<file path="src/rtl/display_pkg.sv">
// Shared constants, letter codes and state encoding for the display scanner.
// Also holds the per-nibble add-3 correction used by the BCD converter.
package display_pkg;

  localparam int VALUE_W           = 14;
  localparam int NUM_DIGITS        = 4;
  localparam int MAX_DISPLAY_VALUE = 9999;

  localparam logic [3:0] CODE_E = 4'b1100;
  localparam logic [3:0] CODE_R = 4'b1110;
  localparam logic [3:0] CODE_O = 4'b1111;

  typedef enum logic [1:0] {
    ST_IDLE    = 2'd0,
    ST_CONVERT = 2'd1,
    ST_COMMIT  = 2'd2
  } state_t;

  function automatic logic [3:0] add3(input logic [3:0] n);
    return (n >= 4'd5) ? n + 4'd3 : n;
  endfunction

endpackage

</file>
<file path="src/rtl/display_scanner_if.sv">
// Load/error request side and scanned digit outputs of the display scanner.
interface display_scanner_if #(
  parameter int VALUE_WIDTH = 14
);
  logic [VALUE_WIDTH-1:0] value;
  logic                   load;
  logic                   error;
  logic                   busy;
  logic [3:0]             data;
  logic [3:0]             digit_sel;

  modport master (output value, load, error, input busy, data, digit_sel);
  modport slave  (input value, load, error, output busy, data, digit_sel);
endinterface

</file>
<file path="src/rtl/bin_to_bcd_seq.sv">
// Sequential shift-add-3 binary to 4-digit BCD converter, one bit per cycle.
// done is high during the final iteration; bcd is valid the cycle after.
module bin_to_bcd_seq
  import display_pkg::*;
#(
  parameter int BIN_W = 14
) (
  input  logic             clock,
  input  logic             reset,
  input  logic             start,
  input  logic [BIN_W-1:0] bin_in,
  output logic             done,
  output logic [15:0]      bcd
);

  logic             running;
  logic [3:0]       iter;
  logic [BIN_W-1:0] bin_sr;
  logic [15:0]      bcd_adj;

  assign done = running && (iter == 4'(BIN_W - 1));

  always_comb begin
    bcd_adj = '0;
    for (int k = 0; k < NUM_DIGITS; k++) begin
      bcd_adj[4*k +: 4] = add3(bcd[4*k +: 4]);
    end
  end

  always_ff @(posedge clock or posedge reset) begin
    if (reset) begin
      running <= 1'b0;
      iter    <= 4'd0;
    end else if (start) begin
      running <= 1'b1;
      iter    <= 4'd0;
    end else if (running) begin
      if (done) running <= 1'b0;
      iter <= iter + 4'd1;
    end
  end

  // The ten-thousands carry falls off the top; such values are flagged by the caller.
  always_ff @(posedge clock) begin
    if (start) begin
      bin_sr <= bin_in;
      bcd    <= '0;
    end else if (running) begin
      bcd    <= {bcd_adj[14:0], bin_sr[BIN_W-1]};
      bin_sr <= {bin_sr[BIN_W-2:0], 1'b0};
    end
  end

endmodule

</file>
<file path="src/rtl/display_scanner.sv">
// Four-digit multiplexed 7-segment scanner: converts a binary value to BCD,
// commits it (or flags out-of-range), and scans digits or "Erro" continuously.
module display_scanner
  import display_pkg::*;
#(
  parameter int SCAN_DIV    = 1000,
  parameter int VALUE_WIDTH = 14
) (
  input  logic              clock,
  input  logic              reset,
  display_scanner_if.slave  disp
);

  localparam int PW = (SCAN_DIV > 1) ? $clog2(SCAN_DIV) : 1;

  state_t        state, state_nx;
  logic          start;
  logic          conv_done;
  logic [15:0]   conv_bcd;
  logic          over;
  logic          range_err;
  logic [15:0]   digits;
  logic [PW-1:0] presc;
  logic [1:0]    idx, idx_nx;
  logic          wrap;
  logic [3:0]    data_r, sel_r;

  function automatic logic [3:0] slot_code(input logic [1:0] i, input logic show_err,
                                           input logic [15:0] d);
    if (show_err) begin
      case (i)
        2'd3:    return CODE_E;
        2'd0:    return CODE_O;
        default: return CODE_R;
      endcase
    end
    return d[{i, 2'b00} +: 4];
  endfunction

  bin_to_bcd_seq #(.BIN_W(VALUE_WIDTH)) u_conv (
    .clock  (clock),
    .reset  (reset),
    .start  (start),
    .bin_in (disp.value),
    .done   (conv_done),
    .bcd    (conv_bcd)
  );

  always_comb begin
    state_nx = state;
    start    = 1'b0;
    case (state)
      ST_IDLE: if (disp.load) begin
        start    = 1'b1;
        state_nx = ST_CONVERT;
      end
      ST_CONVERT: if (conv_done) state_nx = ST_COMMIT;
      ST_COMMIT:  state_nx = ST_IDLE;
      default:    state_nx = ST_IDLE;
    endcase
  end

  assign disp.busy = (state != ST_IDLE);

  always_ff @(posedge clock or posedge reset) begin
    if (reset) begin
      state     <= ST_IDLE;
      over      <= 1'b0;
      range_err <= 1'b0;
      digits    <= '0;
    end else begin
      state <= state_nx;
      if (start) over <= (disp.value > VALUE_WIDTH'(MAX_DISPLAY_VALUE));
      if (state == ST_COMMIT) begin
        range_err <= over;
        if (!over) digits <= conv_bcd;
      end
    end
  end

  // Scan stage: index, enable and code all register on the same edge.
  assign wrap   = (presc == PW'(SCAN_DIV - 1));
  assign idx_nx = wrap ? idx + 2'd1 : idx;

  always_ff @(posedge clock or posedge reset) begin
    if (reset) begin
      presc  <= '0;
      idx    <= 2'd0;
      sel_r  <= 4'b0001;
      data_r <= 4'b0000;
    end else begin
      presc  <= wrap ? '0 : presc + PW'(1);
      idx    <= idx_nx;
      sel_r  <= 4'b0001 << idx_nx;
      data_r <= slot_code(idx_nx, disp.error || range_err, digits);
    end
  end

  assign disp.data      = data_r;
  assign disp.digit_sel = sel_r;

endmodule

</file>
<file path="src/flat_wrapper.sv">
// flat-port wrapper written by rule: the top's interface ports become plain ports
module display_scanner_flat import display_pkg::*;
#(
  parameter int SCAN_DIV    = 1000,
  parameter int VALUE_WIDTH = 14
)
  (clock, reset, disp_value, disp_load, disp_error, disp_busy, disp_data, disp_digit_sel);
  display_scanner_if #(.VALUE_WIDTH(VALUE_WIDTH)) disp_i ();
  input  logic clock;
  input  logic reset;
  input wire logic [$bits(disp_i.value)-1:0] disp_value;
  input wire logic [$bits(disp_i.load)-1:0] disp_load;
  input wire logic [$bits(disp_i.error)-1:0] disp_error;
  output wire logic [$bits(disp_i.busy)-1:0] disp_busy;
  output wire logic [$bits(disp_i.data)-1:0] disp_data;
  output wire logic [$bits(disp_i.digit_sel)-1:0] disp_digit_sel;
  assign disp_i.value = disp_value;
  assign disp_i.load = disp_load;
  assign disp_i.error = disp_error;
  assign disp_busy = disp_i.busy;
  assign disp_data = disp_i.data;
  assign disp_digit_sel = disp_i.digit_sel;
  display_scanner #(.SCAN_DIV(SCAN_DIV), .VALUE_WIDTH(VALUE_WIDTH)) u_core (.clock(clock), .reset(reset), .disp(disp_i));
endmodule
</file>
<file path="config.mk">
export PLATFORM = sky130hd
export DESIGN_NAME = display_scanner_flat
export DESIGN_NICKNAME = d
export VERILOG_FILES = /design/src/rtl/display_pkg.sv /design/src/rtl/display_scanner_if.sv /design/src/rtl/bin_to_bcd_seq.sv /design/src/rtl/display_scanner.sv /design/src/flat_wrapper.sv
export SDC_FILE = /design/constraint.sdc
export NUM_CORES = 1
export LEC_CHECK = 0
export CAP_MARGIN = 10
export CORE_MARGIN = 2
export CORE_UTILIZATION = 40
export CTS_CLUSTER_DIAMETER = 40
export DETAILED_ROUTE_END_ITERATION = 10
export PLACE_DENSITY = 0.62
export SETUP_SLACK_MARGIN = 0.2
export SLEW_MARGIN = 20
export SYNTH_ARGS = -nofsm -noshare
export SYNTH_HDL_FRONTEND = slang
export SYNTH_SLANG_ARGS = --single-unit
</file>
<file path="constraint.sdc">
create_clock -name clock -period 1.9 [get_ports clock]
set_clock_uncertainty 0.2 [all_clocks]
set_input_delay 0.285 -clock clock [delete_from_list [all_inputs] [get_ports clock]]
set_output_delay 0.285 -clock clock [all_outputs]
set_load 0.02 [all_outputs]
</file>
==> results.sh <==
export IMPL_syn_avg_cell_area_um2=11.6
export IMPL_crit_type="flip-flop to flip-flop"
export IMPL_diodes=0
export IMPL_io_buffers=26
export IMPL_grt_remaining_overflow=0
export IMPL_drive_gt1_frac=0.266
export IMPL_pin_count=27
export IMPL_finalHoldViolations=0
export IMPL_powerDensity_nw_per_um2=1370
export IMPL_core_um2=8720
export IMPL_post_drt_wl_per_cell_um=14.0
export IMPL_drc=0
export IMPL_clock_latency_ns=0.35
export IMPL_rows=34
export IMPL_critPathMaxStageDelay_ns=0.40
export IMPL_min_period_ns=1.77
export IMPL_syn_cell_area_um2=3580
export IMPL_ys_flop_type="dfrtp_1"
export IMPL_fin_area_um2=4480
export IMPL_cts_sinks=75
export IMPL_cts_root_buf="clkbuf_8"
export IMPL_path_cells="or2_4 -> nor2_4 -> buf_6 -> buf_12 -> mux2_4"
export IMPL_hold_path_class="input port to asynchronous set/reset pin"
export IMPL_start_util=0.411
export IMPL_die_h_um=98.6
export IMPL_period_share=0.934
export IMPL_cts_made_buffers=9
export IMPL_mostFrequentLayoutCells="dfrtp_1 (42), nand2_1 (21), nor2_1 (20)"
export IMPL_cp_start_kind="flip-flop"
export IMPL_grt_max_degree=46
export IMPL_setup_violations_final=0
export IMPL_h_tree_depth=3
export IMPL_cts_clk_slew_worst_paths_ns=0.08
export IMPL_drv_slew=0
export IMPL_p_total_mw=6.13
export IMPL_worstPathRequired_ns=1.81
export IMPL_ctsHoldBuffers=0
export IMPL_synthArstFlopShare=0.600
export IMPL_synthesis_nets=338
export IMPL_ys_types=47
export IMPL_die_w_um=98.6
export IMPL_syn2layout_area_growth_pct=25.0
export IMPL_globalplace_congestion=0.724
export IMPL_critPathArrivalTime_ns=1.68
export IMPL_synth_enable_flop_cells=14
export IMPL_endpoint_kind="flip-flop"
export IMPL_drt_iter0_markers=72
export IMPL_critPathTopFamily="flip-flops"
export IMPL_antenna_found_initial=0
export IMPL_synth_warnings=0
export IMPL_wl_um=6550
export IMPL_timing_setup_tns_ns=0
export IMPL_cts_tree="yes"
export IMPL_rsz0062_at_grt="true"
export IMPL_nets=385
export IMPL_final_common_cell="dfrtp_1"
export IMPL_dp_slack_ns=-0.0106
export IMPL_dp_hpwl_um=4350
export IMPL_ys_seq_elements=75
export IMPL_postRouteAntennaNets=0
export IMPL_path_max_fanout=8
export IMPL_max_cap_viol_count=0
export IMPL_placed_cells=440
export IMPL_grt_pass1_wl_um=11300
export IMPL_critPathBufInv=2
export IMPL_stdcell_count=469
export IMPL_tightest_slew_ns=0.327
export IMPL_timing_reg2reg_setup_slack_ns=0.13
export IMPL_first_pass_iters=4
export IMPL_slowest_stage="dfrtp_1"
export IMPL_slew_headroom=0.782
export IMPL_track_usage=0.145
export IMPL_ys_seq_area_frac=0.521
export IMPL_worst_slack_ns=0.126
export IMPL_vias=2397
export IMPL_post_dp_cell_area_um2=4040
export IMPL_clk_path_buf_depth=2
export IMPL_viasPerCell=5.11
export IMPL_synthCells=309
export IMPL_die_area_um2=9730
export IMPL_grt_pass1_vias=2404
export IMPL_static_leakage_power_nw=1.97
export IMPL_fmaxAchievable_mhz=564
export IMPL_run_status="finished, final reports clean"
export IMPL_ir_drop_uv=693
path summary, 6_finish.rpt:
check / from / endpoint / depth (start not counted)
hold / removal: reset / u_core.digits[3] / 3
max in group asynchronous: reset / u_core.disp.digit_sel[0] / 3
min in group clock: u_core.u_conv.bcd[15] / u_core.u_conv.bcd[15] / 2
setup / recovery: u_core.state[0] / u_core.u_conv.bin_sr[3] / 5
setup reg to reg: u_core.state[0] / u_core.u_conv.bin_sr[3] / 5
hold reg to reg: u_core.u_conv.bcd[15] / u_core.u_conv.bcd[15] / 2
layout make-up:
type	count	area (um^2)
multi-input cells	207	1660
well taps	108	135
clock inverters	4	72.6
flip-flops and latches	75	1880
inverters	14	52.6
repair buffers	49	520
clock buffers	12	156
fillers	756	4240
worst register-to-register path, cell delays in order, from the launching register on:
cell and delay [ns]:
dfrtp_1 0.40, or2_4 0.27, nor2_4 0.12, buf_6 0.12, buf_12 0.12, mux2_4 0.30
cell usage after synthesis (all sizes together) (4+ instances only):
library cell	instances	area [um^2]
xnor2	11	96.3
mux4	6	141
edfxtp	14	420
nor2	22	85.1
a21oi	14	70.1
buf	9	53.8
xor2	6	52.6
mux2i	12	120
clkbuf	5	28.8
nand3	13	65.1
dfxtp	16	320
o21ai	17	85.1
ha	11	138
nand2	22	90.1
nand2b	11	68.8
inv	14	52.6
mux2	30	338
a21o	4	30.0
dfrtp	44	1100
cell families after synthesis:
family / share of synthesized area
AO/OA/AOI/OAI: 0.0664
XOR/XNOR: 0.0416
adder cells (fa/ha/maj): 0.0384
buffers and inverters: 0.0377
flip-flops: 0.521
multiplexers: 0.167
AND/OR/NAND/NOR: 0.127
per-stage QoR:
step,hold slack [ns],util
after detailed placement,0.264,0.464
final,0.0817,0.513
after global placement,0.266,0.464
after floorplan,0.224,-
after global routing,0.103,0.513
after CTS,0.0738,0.507
report_power, final:
group	total [mW]	internal (mW)	switching, mW
sequential	2.66	2.25	0.409
clock	1.40	0.819	0.586
combinational	2.07	1.14	0.932
total	6.13	4.21	1.93
state kept, by name, summed over array words and instances (netlist names):
register / cells
u_core.digits: 16
u_core.u_conv.bcd: 16
u_core.u_conv.bin_sr: 14
u_core.presc: 10
u_core.disp.data: 4
u_core.disp.digit_sel: 4
u_core.u_conv.iter: 4
u_core.idx: 2
u_core.state: 2
u_core.over: 1
u_core.range_err: 1
u_core.u_conv.running: 1
metal layers:
| metal | share of wire | global-route usage | vias up |
|---|---|---|---|
| met4 | 0.021 | 0.0685 | 0 |
| li1 | - | - | 1174 |
| met1 | 0.46 | 0.185 | 1168 |
| met2 | 0.48 | 0.238 | 42 |
| met5 | 0 | 0 | - |
| met3 | 0.037 | 0.0305 | 13 |
repair_timing:
item	in CTS	in global routing
cloned	2	0
setup buffers	8	3
endpoints found under the setup margin	44	46
resized for setup	25	17
endpoints found under the hold margin	0	0
pin swaps	6	6
(Power assumes the default switching activity.)
==> variant 1 (config.mk and constraints unchanged) <==
Re-encode `state_t` (3 states) as one-hot, 3 bits wide.
--- a/src/rtl/display_pkg.sv
+++ b/src/rtl/display_pkg.sv
@@ -11,8 +11,8 @@
   localparam logic [3:0] CODE_O = 4'b1111;
 
-  typedef enum logic [1:0] {
-    ST_IDLE    = 2'd0,
-    ST_CONVERT = 2'd1,
-    ST_COMMIT  = 2'd2
+  typedef enum logic [2:0] {
+    ST_IDLE    = 3'b001,
+    ST_CONVERT = 3'b010,
+    ST_COMMIT  = 3'b100
   } state_t;
 
Behaviour: same outputs for any inputs over 10 cycles, from zero or initial values and one cycle with reset high; not proved beyond that.
==> variant 1 against the original RTL <==
- the flow now finishes with violations (negative setup slack)
- synthesized cell count is 5.8% higher
- sequential cell count increased by 1
- fmax decreased by 10%
- first-iteration DRC count down 8.3%
- area after synthesis up 1.5%
- utilization rose by 2.1 points
- count of clock-buffer cells in the layout is 3 lower
- hold slack better by 0.21 ns
- global-route usage fell by 0.30 points
- final area up 4.6%
- setup slack worse by 0.21 ns
- routed wire length up 2.2%
- total power down 16%
- largest cell class unchanged
==> variant 1: results (changes against the original RTL) <==
vias in the first global route=2472 (was 2404); Avg WL per Cell=13.5 µm (was 14.0 µm); most frequent cells after synthesis=dfrtp_1, nor2_1, mux2_2 (was dfrtp_1, mux2_2, nand2_1, nor2_1); Via density=5.14 (was 5.11); outcome=finished, violations left (was finished, final reports clean); Power Dens Cells=1100 nW/µm² (was 1370 nW/µm²); sequential cell area fraction in the yosys report=52.1% (about the same); All-Layer GR Usage=14.2% (was 14.5%); first-pass GRT wire length=11.4 mm (was 11.3 mm); multiplexer share of the synthesized area=14.0% (was 16.7%); Placed Area=4170 µm² (was 4040 µm²); DR pass1 iterations=4 (unchanged); GR Util met3=3.44% (was 3.05%); Post-Synthesis Cells=327 (was 309); initial DRC count=66 (was 72); dominant cells by area after synthesis=dfrtp_1, edfxtp_1, dfxtp_1, mux2_2, mux2i_1 (was dfrtp_1, edfxtp_1, dfxtp_1, mux2_2, ha_1); Worst R2R Start=u_core.state[0] (unchanged); max incr delay on CP=0.53 ns (was 0.40 ns); Final Worst Setup Slack=-0.0813 ns (was 0.126 ns); initial antenna violation count=0 (unchanged); non-filler cells, final=497 (was 469); post-CTS sizing=26 (was 25); Post-Synth XOR/XNOR Area=4.10% (was 4.16%); worst-path fanout max=16 (was 8); NumNets Final=413 (was 385); largest net degree at the start of global routing=40 (was 46); post-synthesis adder-cell area fraction=3.79% (was 3.84%); seq pwr=2.37 mW (was 2.66 mW); Inst Count DP=467 (was 440); Routability Congestion=0.775 (was 0.724); met1 GRT Util=18.5% (about the same); Final HPWL DP=4.49 mm (was 4.35 mm); P_comb=1.44 mW (was 2.07 mW); asr flop ratio synth=60.5% (was 60.0%); Worst path slowest cell=dfstp_2 (was dfrtp_1); # setup viols final=28 (was 0); Distinct cells, synth=51 (was 47); hold crit path type=flip-flop to flip-flop (was primary input to asynchronous set/reset pin); Syn Nets=356 (was 338); worst vdd ir=0.000878 V (was 0.000693 V); Final TNS setup=-1.29 ns (was 0 ns); Setup Fix Bufs, Post-CTS=5 (was 8); compound-gate portion of the synthesized area=8.40% (was 6.64%); layout cells sized above 1=29.3% (was 26.6%); global-route track usage on met2=23.4% (was 23.8%); Switch Pwr=1.56 mW (was 1.93 mW); post-place setup slack=-0.0822 ns (was -0.0106 ns); violated checks=negative setup slack
-- variant 1: final timing paths --
path                       slack, ns  cells after the start                  endpoint
setup / recovery               -0.08                      4   u_core.u_conv.bin_sr[9]
hold reg to reg                 0.29                      2     u_core.u_conv.bcd[15]
max in group asynchronous       0.47                      4  u_core.disp.digit_sel[0]
hold / removal                  0.29                      2     u_core.u_conv.bcd[15]
setup reg to reg               -0.08                      4   u_core.u_conv.bin_sr[9]
min in group asynchronous       0.52                      3           u_core.presc[9]
-- variant 1: area by class of cell --
type | instances | area [µm²]
fill | 771 | 4080
sequential | 76 | 1900
multi-input combinational | 221 | 1780
timing repair buffer | 62 | 596
tap | 108 | 135
clock buffer | 9 | 124
clock inverter | 7 | 91.3
inverter | 14 | 52.6
-- variant 1: routing by layer --
metal | share of wire, % | wire length (µm)
met1 | 48 | 3220
met2 | 47 | 3170
met3 | 3.3 | 220
met4 | 1.4 | 95
met5 | 0 | 0
==> variant 2 (same settings) <==
Without the edit above. Change the package constant `MAX_DISPLAY_VALUE` from 9999 to 7499.
--- a/src/rtl/display_pkg.sv
+++ b/src/rtl/display_pkg.sv
@@ -5,5 +5,5 @@
   localparam int VALUE_W           = 14;
   localparam int NUM_DIGITS        = 4;
-  localparam int MAX_DISPLAY_VALUE = 9999;
+  localparam int MAX_DISPLAY_VALUE = 7499;
 
   localparam logic [3:0] CODE_E = 4'b1100;
Function: same outputs for any inputs over 10 cycles, from zero or initial values and one cycle with reset high; that may be too few to reach the edited logic, so the function may still have changed.
==> variant 2 against the original RTL <==
- routed wire length is 7.4% higher
- total power is 3.8% higher
- first-iteration DRC count is 50% higher
- synthesized cell count is 5.2% higher
- sequential cell count stayed put
- critical path depth is 2 higher
- sequential share of layout area is 2.8 points lower
- setup slack worse by 0.11 ns
- final area is 6.9% higher
- area after synthesis is 0.45% higher
- non-clock buffer count is 14 higher
- die area is 0.43% higher
- critical path type unchanged
- largest cell class unchanged
==> variant 2: results (changes against the original RTL) <==
wire length on met2=3.19 mm (was 3.16 mm); CP arrival=1.90 ns (was 1.68 ns); All-Layer GR Usage=15.0% (was 14.5%); Flop pwr share=41.4% (was 43.3%); layout cells sized above 1=27.7% (was 26.6%); Post-Synthesis Cells=325 (was 309); Fillers=753 (was 756); most frequent cells after synthesis=dfrtp_1, mux2_2, nor2_1 (was dfrtp_1, mux2_2, nand2_1, nor2_1); Hold Vio Cnt, Final=0 (unchanged); CP delay by family, top=simple AND/OR/NAND/NOR gates (was flip-flops); Syn Nets=354 (was 338); Avg WL per Cell=14.1 µm (was 14.0 µm); Distinct cells, synth=48 (was 47); crit path to=u_core.disp.data[1] (was u_core.u_conv.bin_sr[3]); Final HPWL DP=4.45 mm (was 4.35 mm); routed wl met3=246 µm (was 244 µm); Pint=4.43 mW (was 4.21 mW); P_clk=1.58 mW (was 1.40 mW); sequential cell area fraction in the yosys report=51.9% (was 52.1%); leakage power=2.14 nW (was 1.97 nW); worst vdd ir=0.000643 V (was 0.000693 V); R2R setup slack=0.02 ns (was 0.13 ns); post-place setup slack=-0.115 ns (was -0.0106 ns); dominant cells by area after synthesis=dfrtp_1, edfxtp_1, mux2_2, dfxtp_1, mux2i_1 (was dfrtp_1, edfxtp_1, dfxtp_1, mux2_2, ha_1); outcome=finished, final reports clean (unchanged); GR Util met3=4.96% (was 3.05%); worst-path fanout max=5 (was 8); Placed Area=4170 µm² (was 4040 µm²); global-route track usage on met2=21.6% (was 23.8%); Max-slew headroom=76.8% (was 78.2%); FF-to-FF path depth=7 (was 5); WHS=0.0616 ns (was 0.0817 ns); Worst R2R End=u_core.disp.data[1] (was u_core.u_conv.bin_sr[3]); Metal-1 WL=3.52 mm (was 3.01 mm); crit path from=u_core.presc[0] (was u_core.state[0]); Power Dens Cells=1330 nW/µm² (was 1370 nW/µm²); largest net degree at the start of global routing=46 (unchanged); first-pass GRT wire length=11.7 mm (was 11.3 mm); NumNets Final=414 (was 385); Routability Congestion=0.792 (was 0.724); vias in the first global route=2348 (was 2404); fmax=532 MHz (was 564 MHz)
variant 2: cell count changes in the layout (fill, tap and decap cells not counted), moves of 4 or more:
cell / change
buf_4: +9
buf_6: +5
mux2i_1: +5
mux4_2: -4
nand2_1: -5
nor2_1: +5
o21ai_0: -7
variant 2: kinds of logic (layout without fill, tap and decap cells):
group,Yosys count,after routing,share of synthesized area [%]
multiplexers,49,49,14.7
AND/OR/NAND/NOR,92,93,12.9
XOR/XNOR,17,17,4.14
adder cells (fa/ha/maj),11,11,3.82
buffers and inverters,28,92,3.06
flip-flops,75,75,51.9
AO/OA/AOI/OAI,53,53,9.39
variant 2: final cells by class:
class	instances	share of cell area (%)
Clock inverter	6	2.67
Multi-Input combinational cell	223	37.6
Inverter	13	1.02
Timing Repair Buffer	63	14.0
Sequential cell	75	39.2
Tap cell	108	2.82
Clock buffer	10	2.67
variant 2: what timing repair did:
action	CTS	global route
gates resized for setup	42	21
endpoints found under the setup margin	45	77
setup buffers	5	4
pin swaps	6	8
cloned	4	1
